`src/rtl/fire_pkg.sv`:
```
// Shared types and helpers for the multi-zone fire controller.
// Optional feature macro used by the top: FIRE_PREALARM_EN.
package fire_pkg;

    typedef enum logic [2:0] {
        IDLE      = 3'd0,
        VERIFY    = 3'd1,
        ALARM     = 3'd2,
        DISCHARGE = 3'd3,
        HOLD      = 3'd4
    } zone_state_e;

    // Width of the per-zone counter, sized for the longest of the three timed phases.
    function automatic int cnt_width(input int a, input int b, input int c);
        int m;
        m = a;
        if (b > m) m = b;
        if (c > m) m = c;
        return $clog2(m + 1);
    endfunction

endpackage

```
`src/rtl/fire_zone_fsm.sv`:
```
// One zone: confirm -> alarm delay -> timed discharge -> latched hold until ack.
// A single counter serves every timed state and clears on each state change.
module fire_zone_fsm
    import fire_pkg::*;
#(
    parameter int CONFIRM_CYCLES   = 16,
    parameter int DISCHARGE_DELAY  = 64,
    parameter int DISCHARGE_CYCLES = 256
) (
    input  logic clk,
    input  logic rst,
    input  logic fire,
    input  logic abort,
    input  logic ack,
    output logic alarm,
    output logic extinguisher,
    output logic alarm_next,
    output logic quiet
);

    localparam int CW = cnt_width(CONFIRM_CYCLES, DISCHARGE_DELAY, DISCHARGE_CYCLES);

    zone_state_e   state, state_n;
    logic [CW-1:0] cnt, cnt_n;

    always_comb begin
        state_n = state;
        cnt_n   = cnt;
        case (state)
            IDLE: begin
                if (fire) begin
                    if (CONFIRM_CYCLES == 1) begin
                        state_n = ALARM;
                        cnt_n   = '0;
                    end else begin
                        state_n = VERIFY;
                        cnt_n   = CW'(1);
                    end
                end
            end
            VERIFY: begin
                if (!fire) begin
                    state_n = IDLE;
                    cnt_n   = '0;
                end else if (cnt == CW'(CONFIRM_CYCLES - 1)) begin
                    state_n = ALARM;
                    cnt_n   = '0;
                end else begin
                    cnt_n = cnt + CW'(1);
                end
            end
            ALARM: begin
                // abort outranks everything here; ack and fire are ignored
                if (abort) begin
                    state_n = HOLD;
                    cnt_n   = '0;
                end else if (cnt == CW'(DISCHARGE_DELAY - 1)) begin
                    state_n = DISCHARGE;
                    cnt_n   = '0;
                end else begin
                    cnt_n = cnt + CW'(1);
                end
            end
            DISCHARGE: begin
                if (abort || cnt == CW'(DISCHARGE_CYCLES - 1)) begin
                    state_n = HOLD;
                    cnt_n   = '0;
                end else begin
                    cnt_n = cnt + CW'(1);
                end
            end
            HOLD: begin
                if (ack && !fire) begin
                    state_n = IDLE;
                    cnt_n   = '0;
                end
            end
            default: begin
                state_n = IDLE;
                cnt_n   = '0;
            end
        endcase
    end

    assign alarm_next = (state_n == ALARM) || (state_n == DISCHARGE) || (state_n == HOLD);
    assign quiet      = (state == IDLE) || (state == VERIFY);

    // Outputs are flops loaded from next state so they change on the same edge as state.
    always_ff @(posedge clk or posedge rst) begin
        if (rst) begin
            state        <= IDLE;
            cnt          <= '0;
            alarm        <= 1'b0;
            extinguisher <= 1'b0;
        end else begin
            state        <= state_n;
            cnt          <= cnt_n;
            alarm        <= alarm_next;
            extinguisher <= (state_n == DISCHARGE);
        end
    end

endmodule

```
`src/rtl/fire_zone_controller.sv`:
```
// Multi-zone fire controller: one independent FSM per zone, shared ack.
// Define FIRE_PREALARM_EN to add the registered prealarm (smoke xor heat) output.
module fire_zone_controller
    import fire_pkg::*;
#(
    parameter int ZONES            = 4,
    parameter int CONFIRM_CYCLES   = 16,
    parameter int DISCHARGE_DELAY  = 64,
    parameter int DISCHARGE_CYCLES = 256
) (
    input  logic             clk,
    input  logic             rst,
    input  logic [ZONES-1:0] smoke,
    input  logic [ZONES-1:0] heat,
    input  logic [ZONES-1:0] abort,
    input  logic             ack,
    output logic [ZONES-1:0] alarm,
    output logic [ZONES-1:0] extinguisher,
`ifdef FIRE_PREALARM_EN
    output logic [ZONES-1:0] prealarm,
`endif
    output logic             any_alarm
);

    logic [ZONES-1:0] alarm_next;
    logic [ZONES-1:0] quiet;

    for (genvar z = 0; z < ZONES; z++) begin : g_zone
        fire_zone_fsm #(
            .CONFIRM_CYCLES  (CONFIRM_CYCLES),
            .DISCHARGE_DELAY (DISCHARGE_DELAY),
            .DISCHARGE_CYCLES(DISCHARGE_CYCLES)
        ) u_fsm (
            .clk         (clk),
            .rst         (rst),
            .fire        (smoke[z] & heat[z]),
            .abort       (abort[z]),
            .ack         (ack),
            .alarm       (alarm[z]),
            .extinguisher(extinguisher[z]),
            .alarm_next  (alarm_next[z]),
            .quiet       (quiet[z])
        );
    end

    // Reduce next-state alarms so any_alarm stays aligned with alarm.
    always_ff @(posedge clk or posedge rst) begin
        if (rst) any_alarm <= 1'b0;
        else     any_alarm <= |alarm_next;
    end

`ifdef FIRE_PREALARM_EN
    always_ff @(posedge clk or posedge rst) begin
        if (rst) prealarm <= '0;
        else     prealarm <= (smoke ^ heat) & quiet;
    end
`else
    logic unused_quiet;
    assign unused_quiet = ^quiet;
`endif

endmodule

```
`config.mk`:
```
export PLATFORM = sky130hd
export DESIGN_NAME = fire_zone_controller
export DESIGN_NICKNAME = d
export VERILOG_FILES = /design/src/rtl/fire_pkg.sv /design/src/rtl/fire_zone_fsm.sv /design/src/rtl/fire_zone_controller.sv
export SDC_FILE = /design/constraint.sdc
export NUM_CORES = 1
export LEC_CHECK = 0
export ABC_AREA = 1
export ABC_CLOCK_PERIOD_IN_PS = 1900
export CAP_MARGIN = 10
export CORE_ASPECT_RATIO = 1.2
export CORE_MARGIN = 3
export CORE_UTILIZATION = 50
export CTS_BUF_LIST = sky130_fd_sc_hd__clkbuf_8
export CTS_CLUSTER_DIAMETER = 60
export DETAILED_ROUTE_END_ITERATION = 6
export DONT_BUFFER_PORTS = 1
export GPL_ROUTABILITY_DRIVEN = 0
export GPL_TIMING_DRIVEN = 0
export PLACE_DENSITY = 0.68
export SLEW_MARGIN = 20
export SYNTH_ARGS = -nofsm -noshare
export SYNTH_HDL_FRONTEND = slang
export SYNTH_HIERARCHICAL = 1
export SYNTH_SLANG_ARGS = --single-unit
```
`constraint.sdc`:
```
create_clock -name clk -period 1.9 [get_ports clk]
set_input_delay 0.095 -clock clk [delete_from_list [all_inputs] [get_ports clk]]
set_output_delay 0.095 -clock clk [all_outputs]
set_load 0.05 [all_outputs]
```
==> results by group <==
Die
  • Initial core utilization: 0.529
  • Die area: around 8500 um2
  • FP Rows: 33
  • I/O Pins: 24
  • Core ar.: about 7000 um2
  • Die height: between 100 and 150 um
  • Die width: roughly 85 um

Route
  • Post-Route WL: between 8000 and 9000 um
  • Routed via count: 3299
  • Total iterations of the first detailed-routing run: 4
  • DRC Markers: 0
  • Via density: 5.26
  • Wire per inst: 13.4 um
  • Antenna-violating nets left: 0
  • DR iter-0 viols: about 170

Worst setup path
  • CP startpoint: g_zone[3].u_fsm/cnt[1]
  • Crit end category: flop
  • Critical Path Fanout Max: 4
  • Reg2Reg Depth: 10
  • Worst Path Arrival: 2.17 ns
  • CP required: between 2 and 2.5 ns
  • Critical path type: reg -> reg
  • Reg2Reg Setup Slack: between 0.001 and 0.0015 ns
  • R2R Path Start: g_zone[3].u_fsm/cnt[1]
  • Worst Setup EP: g_zone[3].u_fsm/state[2]
  • FF-to-FF End: g_zone[3].u_fsm/state[2]
  • CP startpoint kind: flop

Job
  • Max cap viols: 0

Logic synthesis
  • Synthesized netlist net count: between 500 and 600
  • Yosys synthesis warning count: 6
  • Syn_area_per_cell: between 7 and 8 um2
  • Post-Syn Area: around 3700 um2
  • Synth Instances: 489

Power
  • VDD IR-drop max: roughly 0.00043 V
  • Static leakage: about 2.4 nW
  • Pwr dens: a little over 600 nW/um2

Clock network
  • CTS Buffer Depth: 2
  • CTS Buf Count: 9
  • CTS tree: yes
  • Clock sink total: 57
  • Clock Latency Late Sink: between 0.3 and 0.4 ns
  • Reg clk slew, reported paths: 0.07 ns
  • H-tree levels: 3
  • Root buffer cell: clkbuf_8

Global routing
  • GRT Overall Usage: 0.212
  • Largest net degree at the start of global routing: 15
  • Grt total ovfl: 0
  • Number of global-route vias before repair: around 3.4k
  • First-pass GRT wire length: around 15000 um
  • Initial antenna violation count: 0

STA
  • Fmax: 527 MHz
  • Worst slew pin tran: 0.569 ns
  • Final hold viol count: 0
  • RSZ-0062 raised after global routing: true
  • Fin. max-slew vios: 0
  • Worst hold slack: 0.0387 ns
  • Final cycle utilization of the critical path: 0.999
  • Final setup fails: 0
  • Max Clock Skew: 0.0131 ns
  • Fin crit period: between 1.5 and 2 ns
  • Slew headroom: 0.620

Finish
  • Fill count: slightly below 600
  • Area used by multi-input combinational logic: around 2100 um2
  • Sequential cell area: about 1400 um2
  • Layout area overhead: 20.8%
  • Diodes inserted: 0
  • Nets@finish: about 560
  • Post-route cell area: around 4500 um2
  • Layout cells sized above 1: 0.298

Status
  • Outcome: finished clean

Placed design
  • DP Area: 3820 um2
  • Buffers on Ports: 0
  • Post-DP HPWL: 5800 um

Hold path
  • Min-Delay Path Class: in -> reg
[flip-flops by register name (all words and copies together) (netlist names)]
signal / flops
g_zone.u_fsm/extinguisher: 4
any_alarm: 1
g_zone.u_fsm/alarm: 4
g_zone.u_fsm/cnt: 36
g_zone.u_fsm/state: 12
[where the power goes]
part | leakage, nW | total, mW | internal, mW | switching, mW
Combinational | 1.53 | 0.376 | 0.145 | 0.231
Sequential | 0.780 | 1.28 | 1.25 | 0.0353
Clock | 0.0995 | 1.14 | 0.631 | 0.508
Total | 2.41 | 2.80 | 2.02 | 0.775
[what timing repair did]
action,4_1_cts,5_1_grt
hold endpoints to repair,60,0
hold buffers,4,0
buffers inserted,21,10
cloned,0,0
pin swaps,12,17
setup endpoints to repair,14,6
gates resized for setup,29,14
[metrics by stage]
| step | std cells | setup slack, ns | power (mW) | TNS (ns) | util |
|---|---|---|---|---|---|
| floorplan | 489 | 0.0323 | 1.52 | 0 | - |
| global placement | 576 | -0.346 | 1.57 | -1.42 | 0.545 |
| detailed placement | 576 | -0.398 | 1.58 | -1.69 | 0.545 |
| CTS | 617 | 0.00160 | 2.80 | 0 | 0.620 |
| global route | 627 | -0.111 | 2.94 | -0.283 | 0.639 |
| finish | 627 | 0.00104 | 2.80 | 0 | 0.639 |
[how the worst min path moves through the flow]
stage / start / to / cells after the start
after floorplan: rst / any_alarm / 1
after global placement: rst / any_alarm / 1
after detailed placement: rst / any_alarm / 1
after CTS: abort[1] / g_zone[1].u_fsm/cnt[4] / 3
after global routing: abort[3] / g_zone[3].u_fsm/state[0] / 3
final: abort[1] / g_zone[1].u_fsm/cnt[4] / 3
[layer usage]
metal | vias up | GRT usage | wire [um]
met4 | 0 | 0.0767 | 84
met2 | 39 | 0.381 | 4480
li1 | 1649 | - | -
met5 | - | 0 | 0
met3 | 7 | 0.0493 | 223
met1 | 1604 | 0.244 | 3610
[layout by cell type, fill, tap and decap left out]
master,count
bufinv_16,1
inv_2,24
nor4_2,2
nand2_2,16
nand3b_1,8
dfrtp_1,56
nor2_1,38
nand4_2,4
dlygate4sd3_1,4
nand2_1,97
o2111ai_1,4
o21ai_0,4
nor2_4,7
nor3_4,4
xor2_1,8
nor3_1,9
nand2_4,8
nand3_2,12
ha_4,4
o21bai_1,4
dfrtp_2,1
nand3_4,4
nor2_2,13
nor2b_1,3
clkbuf_8,10
clkinv_2,2
nor2b_4,1
nor3_2,11
o21ai_1,8
nand4_1,16
buf_4,31
nor4_1,2
clkinv_1,3
ha_2,4
nand3_1,40
inv_1,75
clkinvlp_4,2
[critical path: stages (launching register included)]
cell	delay, ns
dfrtp_1	0.40
ha_4	0.17
nand4_1	0.14
nor3_2	0.22
ha_2	0.22
nor2_4	0.06
nor4_1	0.24
nor3_2	0.09
buf_4	0.14
buf_4	0.12
inv_1	0.04
[layout make-up]
class,instances,share of cell area
Timing Repair Buffer,35,0.0608
Sequential cell,57,0.318
Multi-Input combinational cell,331,0.469
Tap cell,87,0.0243
Inverter,101,0.0845
Clock buffer,10,0.0307
Clock inverter,6,0.0131
(Power assumes the default switching activity.)
